==> config.mk <==
export PLATFORM = sky130hd
export DESIGN_NAME = ccg_lut_eval_pipe
export DESIGN_NICKNAME = d
export VERILOG_FILES = /design/src/rtl/ccg_lut_eval_pipe.sv
export SDC_FILE = /design/constraint.sdc
export NUM_CORES = 1
export LEC_CHECK = 0
export CORE_ASPECT_RATIO = 1.2
export CORE_MARGIN = 5
export CORE_UTILIZATION = 61
export DETAILED_ROUTE_END_ITERATION = 10
export GPL_TIMING_DRIVEN = 0
export PLACE_DENSITY_LB_ADDON = 0.15
export SKIP_CTS_REPAIR_TIMING = 1
export SLEW_MARGIN = 10
export SYNTH_ARGS = -nofsm -noshare
export SYNTH_HDL_FRONTEND = slang
export SYNTH_SLANG_ARGS = --single-unit
==> constraint.sdc <==
create_clock -name clk -period 2.6 [get_ports clk]
set_input_delay 0.52 -clock clk [delete_from_list [all_inputs] [get_ports clk]]
set_output_delay 0.52 -clock clk [all_outputs]
set_load 0.005 [all_outputs]
==> src/rtl/ccg_lut_eval_pipe.sv <==
// Truth-table evaluator with self-sweep and MISR; a vector accepted at edge t is consumable at edge t+LAT.
// Backpressure: out_valid && !out_ready freezes every stage and deasserts in_ready; tables are writable only when idle.
module ccg_lut_eval_pipe #(
  parameter int N_IN  = 5,
  parameter int N_OUT = 17,
  parameter int LAT   = 2,
  parameter int SIG_W = 32,
  parameter logic [SIG_W-1:0] POLY = 32'h04C11DB7,
  localparam int AW = (N_OUT > 1) ? $clog2(N_OUT) : 1,
  localparam int NV = 1 << N_IN
) (
  input  logic             clk,
  input  logic             rst_n,
  input  logic             cfg_we,
  input  logic [AW-1:0]    cfg_addr,
  input  logic [NV-1:0]    cfg_data,
  output logic             cfg_err,
  input  logic             in_valid,
  output logic             in_ready,
  input  logic [N_IN-1:0]  x,
  output logic             out_valid,
  input  logic             out_ready,
  output logic [N_OUT-1:0] f,
  input  logic             sweep_start,
  output logic             sweep_busy,
  output logic             sweep_done,
  input  logic             sig_clr,
  output logic [SIG_W-1:0] sig,
  output logic [31:0]      vec_cnt
);

  localparam logic [1:0] S_IDLE  = 2'd0;
  localparam logic [1:0] S_GEN   = 2'd1;
  localparam logic [1:0] S_DRAIN = 2'd2;

  logic [1:0]       state;
  logic [N_IN-1:0]  cnt;
  logic [NV-1:0]    tbl [N_OUT];
  logic [LAT-1:0]   vld;
  logic [N_OUT-1:0] dat [LAT];
  logic [N_OUT-1:0] lut;
  logic [N_IN-1:0]  x_sel;
  logic             stall, idle, in_hs, out_hs, inject, cfg_ok, last_hs;

  assign out_valid  = vld[LAT-1];
  assign f          = dat[LAT-1];
  assign stall      = out_valid && !out_ready;
  assign sweep_busy = (state != S_IDLE);
  assign in_ready   = !stall && !sweep_busy && !sweep_start;
  assign idle       = (vld == '0) && !sweep_busy;
  assign in_hs      = in_valid && in_ready;
  assign out_hs     = out_valid && out_ready;
  assign inject     = in_hs || ((state == S_GEN) && !stall);
  assign x_sel      = (state == S_GEN) ? cnt : x;
  assign cfg_ok     = cfg_we && idle && !in_hs && !sweep_start && (cfg_addr < AW'(N_OUT));
  // Sweep never leaves bubbles ahead of the last vector, so it is last when it is the only one in flight.
  assign last_hs    = (state == S_DRAIN) && out_hs && ((vld & ~(LAT'(1) << (LAT - 1))) == '0);

  always_comb begin
    lut = '0;
    for (int j = 0; j < N_OUT; j++) lut[j] = tbl[j][x_sel];
  end

  always_ff @(posedge clk or negedge rst_n) begin
    if (!rst_n) begin
      for (int j = 0; j < N_OUT; j++) tbl[j] <= '0;
      cfg_err <= 1'b0;
    end else begin
      if (cfg_ok) tbl[cfg_addr] <= cfg_data;
      cfg_err <= cfg_we && !cfg_ok;
    end
  end

  always_ff @(posedge clk or negedge rst_n) begin
    if (!rst_n) begin
      vld <= '0;
      for (int i = 0; i < LAT; i++) dat[i] <= '0;
    end else if (!stall) begin
      vld[0] <= inject;
      if (inject) dat[0] <= lut;
      for (int i = 1; i < LAT; i++) begin
        vld[i] <= vld[i-1];
        dat[i] <= dat[i-1];
      end
    end
  end

  always_ff @(posedge clk or negedge rst_n) begin
    if (!rst_n) begin
      state      <= S_IDLE;
      cnt        <= '0;
      sweep_done <= 1'b0;
    end else begin
      sweep_done <= 1'b0;
      case (state)
        S_IDLE: if (sweep_start && idle) begin
          state <= S_GEN;
          cnt   <= '0;
        end
        S_GEN: if (!stall) begin
          cnt <= cnt + 1'b1;
          if (cnt == '1) state <= S_DRAIN;
        end
        S_DRAIN: if (last_hs) begin
          state      <= S_IDLE;
          sweep_done <= 1'b1;
        end
        default: state <= S_IDLE;
      endcase
    end
  end

  // Clear wins over a same-cycle handshake; the vector is still delivered.
  always_ff @(posedge clk or negedge rst_n) begin
    if (!rst_n) begin
      sig     <= '0;
      vec_cnt <= '0;
    end else if (sig_clr) begin
      sig     <= '0;
      vec_cnt <= '0;
    end else if (out_hs) begin
      sig     <= {sig[SIG_W-2:0], 1'b0} ^ (sig[SIG_W-1] ? POLY : '0) ^ SIG_W'(f);
      vec_cnt <= vec_cnt + 32'd1;
    end
  end

endmodule
==> out/summary.md <==
The flow ran to the end, but the final reports show violations. The final reports fail on negative setup slack. Counting distinct cell types in the post-synthesis netlist gives 76. Buffers placed on the I/O ports in this run total 131.

The ratio of final minimum period to clock period came out at 106%. After clock tree synthesis, the clock-pin slew on the worst setup and hold paths is 0.06 ns. The per-instance average area after synthesis is 12.4 um2, and the total cell area at the placement stage is 0.0330 mm2.

The run gives 0.952 as the placer's final routability congestion estimate. For this design the static power due to leakage is 17.5 nW. Sorting the synthesized cells by area gives the leading types as sky130_fd_sc_hd__dfrtp_1, sky130_fd_sc_hd__mux2_2, sky130_fd_sc_hd__mux2i_1. The cell with the largest stage delay on the worst path is sky130_fd_sc_hd__a31oi_4. The run gives 115 as the maximum number of pins on one net before global-route repair. Dividing the detail-routed wire length by the instance count gives 28.0 um.

The worst register-to-register path has a depth of 9. The repair_antennas step left the layout with diodes totalling 0. The tools report the detailed-route wire length as 96400 um. Across the routed clock network, the largest skew measured is 0.0200 ns.

The floorplan step defined a die boundary enclosing 0.0549 mm2. The run gives 0 as the number of design rule violations left after detail routing. The number of global-route vias before repair is 22100, and the fraction of registers with async set/reset is 100%.

Data required time of the worst path: 3.05 ns. In this design, the largest share of critical-path delay is due to compound AO/OA/AOI/OAI gates. The logs give 41.0% for the worst slew slack as a fraction of its limit and 0.62 ns for the later-pin clock latency in the skew report. The reg-to-reg critical path endpoint is dat[31]. At the placement stage, the worst setup path has a slack of -1.41 ns. The most common cell in the synthesized netlist is sky130_fd_sc_hd__dfrtp_1.

The tools report the sequential cell area as 0.0163 mm2. In this run the most critical hold path is launched from sweep_start. The total count of hold-check failures in the final report came out at 0. Dividing the detail-routed via count by the number of cells gives 6.52.

Buffering stage count on the worst path with inverters included: 4. The growth of design area from synthesis to finish is 22.1%. After floorplanning, the core was divided into 90 placement rows. The number of flops mapped to enable cells by yosys works out to 0. Detailed placement finished with a half-perimeter wire length of 65600 um. Summing the sequential cell areas from Yosys gives 53.2% of the chip area. Along the worst hold path, the cell count comes to 3.

The power density normalized to cell area came out at 874 mW/mm2. No sink is reached through more buffers than the 3 on the longest clock path. The Yosys step of the flow raised 0 warnings. Global-route wire length before repair: 139000 um.

The class of the tightest hold or removal check is input pin to flip-flop. When the netlist entered floorplanning its net count stood at 2536. In this run the remaining antenna-violating nets after routing total 0. The run gives 2317 as the violation count after the first detailed-route iteration. The initial antenna violation count is 0, and the die extent in x is 215 um. VDD sags by at most 481 uV. Capture endpoint of the worst hold path: state[0].

The run gives 0 as the reported max-cap violation count. The commonest cells after synthesis are sky130_fd_sc_hd__dfrtp_1, sky130_fd_sc_hd__mux2_2, sky130_fd_sc_hd__nand2_1. Setup violations remaining at the end of the flow were counted as 47.

The root buffer cell chosen for the clock tree is sky130_fd_sc_hd__clkbuf_16. The H-tree depth was 3. Buffers inserted during clock tree synthesis total 67.

In the synthesized netlist, the number of instances is 2484. TritonCTS built the clock tree. Setup repair after global routing could not meet its margin everywhere. Classification of the worst setup path: flip-flop to flip-flop.

The logs give 0.0501 mm2 for the area of the core and 0.0142 mm2 for the multi-input logic area. The final count of pins violating max slew was 0; the clock sink count was 653. For this run, the leading register cell type out of synthesis is sky130_fd_sc_hd__dfrtp_1.

The kind of end point of the critical path is a flip-flop. The worst register-to-register path begins at state[1]. Static timing analysis puts the maximum clock frequency at 0.361 GHz. Walking the worst path, the cells encountered are buf_6, nand2b_4, buf_12, clkbuf_16, a31oi_4, clkbuf_4, o221ai_1, a2bb2oi_2, o211ai_1. The fraction of final layout cells with drive strength greater than 1 is 37.4%. For this run the aggregate overflow at the end of global routing stands at 0. In the final design database the tool counted 2794 nets. For the pin with the worst max-slew slack, the measured transition is 0.885 ns. The worst register-to-register path has a setup slack of -0.17 ns. In this run the worst path has a maximum fanout of 10. The fraction of post-synthesis cell area in the top cell type by area came out at 53.2%. Minimum setup slack in the final design: -0.167 ns.

STA classifies the critical path startpoint as a flip-flop. Pin placement for this block handled 135 I/O pins. The largest single stage delay on the critical path is 0.44 ns. The data arrival time of the worst path was 3.22 ns. The fill cell instance count of the final layout is 3095. After routing the design area is 0.0375 mm2.

Summed over all instances, the cell type with the most area after synthesis is sky130_fd_sc_hd__dfrtp_1. The number of cells in the finished layout apart from fillers was 3438; the total global-route track usage was 33.2%. In this run the cell area of the synthesized design comes to 0.0307 mm2. From bottom edge to top edge, the die measures 256 um.

The routed layout has 22400 vias. Once the floorplan was initialized, standard cells occupied 61.3% of the core. The routed design could run at a clock period as short as 2.77 ns. In this run, placement finished with an instance count of 3268. The count of state elements after synthesis came out at 653. Post-route worst hold slack: 0.372 ns.

The critical path starts at state[1]. The tools report the iteration count of the initial detailed-routing pass as 6.
==> area by class of cell <==
class                      count  area share [%]
buffer                       211            4.09
clock buffer                  92            5.12
clock inverter                29            1.10
inverter                      41           0.410
multi-input combinational   1573            38.0
sequential                   653            43.6
tap                          644            2.15
timing repair buffer         195            5.56
==> report_power, final <==
| group | switching (mW) | internal [mW] |
|---|---|---|
| clock network | 4.14 | 6.11 |
| registers | 0.550 | 10.6 |
| logic | 6.67 | 4.70 |
==> cell families after synthesis <==
kind of cell / count (synthesis) / share of synthesized area (%)
compound gates: 277 / 6.93
xor+xnor: 59 / 1.68
fa+ha+maj: 3 / 0.122
buf+inv: 258 / 4.01
flops: 653 / 53.2
mux: 716 / 26.4
simple gates: 518 / 7.68
==> sequential cells by signal (all words and copies together), names as in the netlist <==
| name | count |
|---|---|
| cfg_err | 1 |
| vec_cnt | 32 |
| cnt | 5 |
| vld | 2 |
| sig | 32 |
| f | 17 |
| state | 2 |
| tbl | 544 |
| sweep_done | 1 |
| dat | 17 |
==> cell usage in the layout, fill, tap and decap left out, types with 31 or more instances in the layout <==
cell type                         count
sky130_fd_sc_hd__a21oi_1             37
sky130_fd_sc_hd__a211oi_2            31
sky130_fd_sc_hd__nand3_1             34
sky130_fd_sc_hd__mux2_2             528
sky130_fd_sc_hd__nand2_1            265
sky130_fd_sc_hd__xnor2_1             41
sky130_fd_sc_hd__clkbuf_1            63
sky130_fd_sc_hd__inv_1               41
sky130_fd_sc_hd__dfrtp_1            651
sky130_fd_sc_hd__a211oi_1            41
sky130_fd_sc_hd__clkbuf_2            36
sky130_fd_sc_hd__nor2_1              83
sky130_fd_sc_hd__mux2i_1            139
sky130_fd_sc_hd__o221ai_1            32
sky130_fd_sc_hd__clkdlybuf4s50_1    128
sky130_fd_sc_hd__clkbuf_16           72
sky130_fd_sc_hd__buf_4               66
==> how the worst max path moves through the flow <==
stage | end | slack (ns) | cells after the start
global placement | tbl[424] | -26.85 | 1
floorplan | vec_cnt[31] | 0.39 | 8
CTS | dat[31] | -1.11 | 9
detailed placement | dat[26] | -1.41 | 8
global route | dat[31] | -0.15 | 9
finish | dat[31] | -0.17 | 9
==> stage by stage <==
step	TNS (ns)	total power, mW	util (%)
finish	-2.41	32.8	74.8
global placement	-	19.6	65.5
detailed placement	-381.24	19.7	65.9
CTS	-110.51	29.9	70.6
global route	-6.92	33.5	74.8
floorplan	0	15.8	-
==> worst register-to-register path, delay by kind of cell, from the launching register on <==
family                 cells  cell delay (ns)
AOI/OAI and AO/OA          4             1.24
buffers and inverters      4             0.84
DFF                        1             0.40
and+or+nand+nor            1             0.15
==> per-layer routing <==
layer  wire (um)  track usage [%]  vias up
met1       37400             44.6    11500
met4        6290             18.2        0
met3        8390             6.10      294
met5           0                0        -
met2       44300             51.6     1218
li1            -                -     9405
Power figures use the tool's default switching activity.
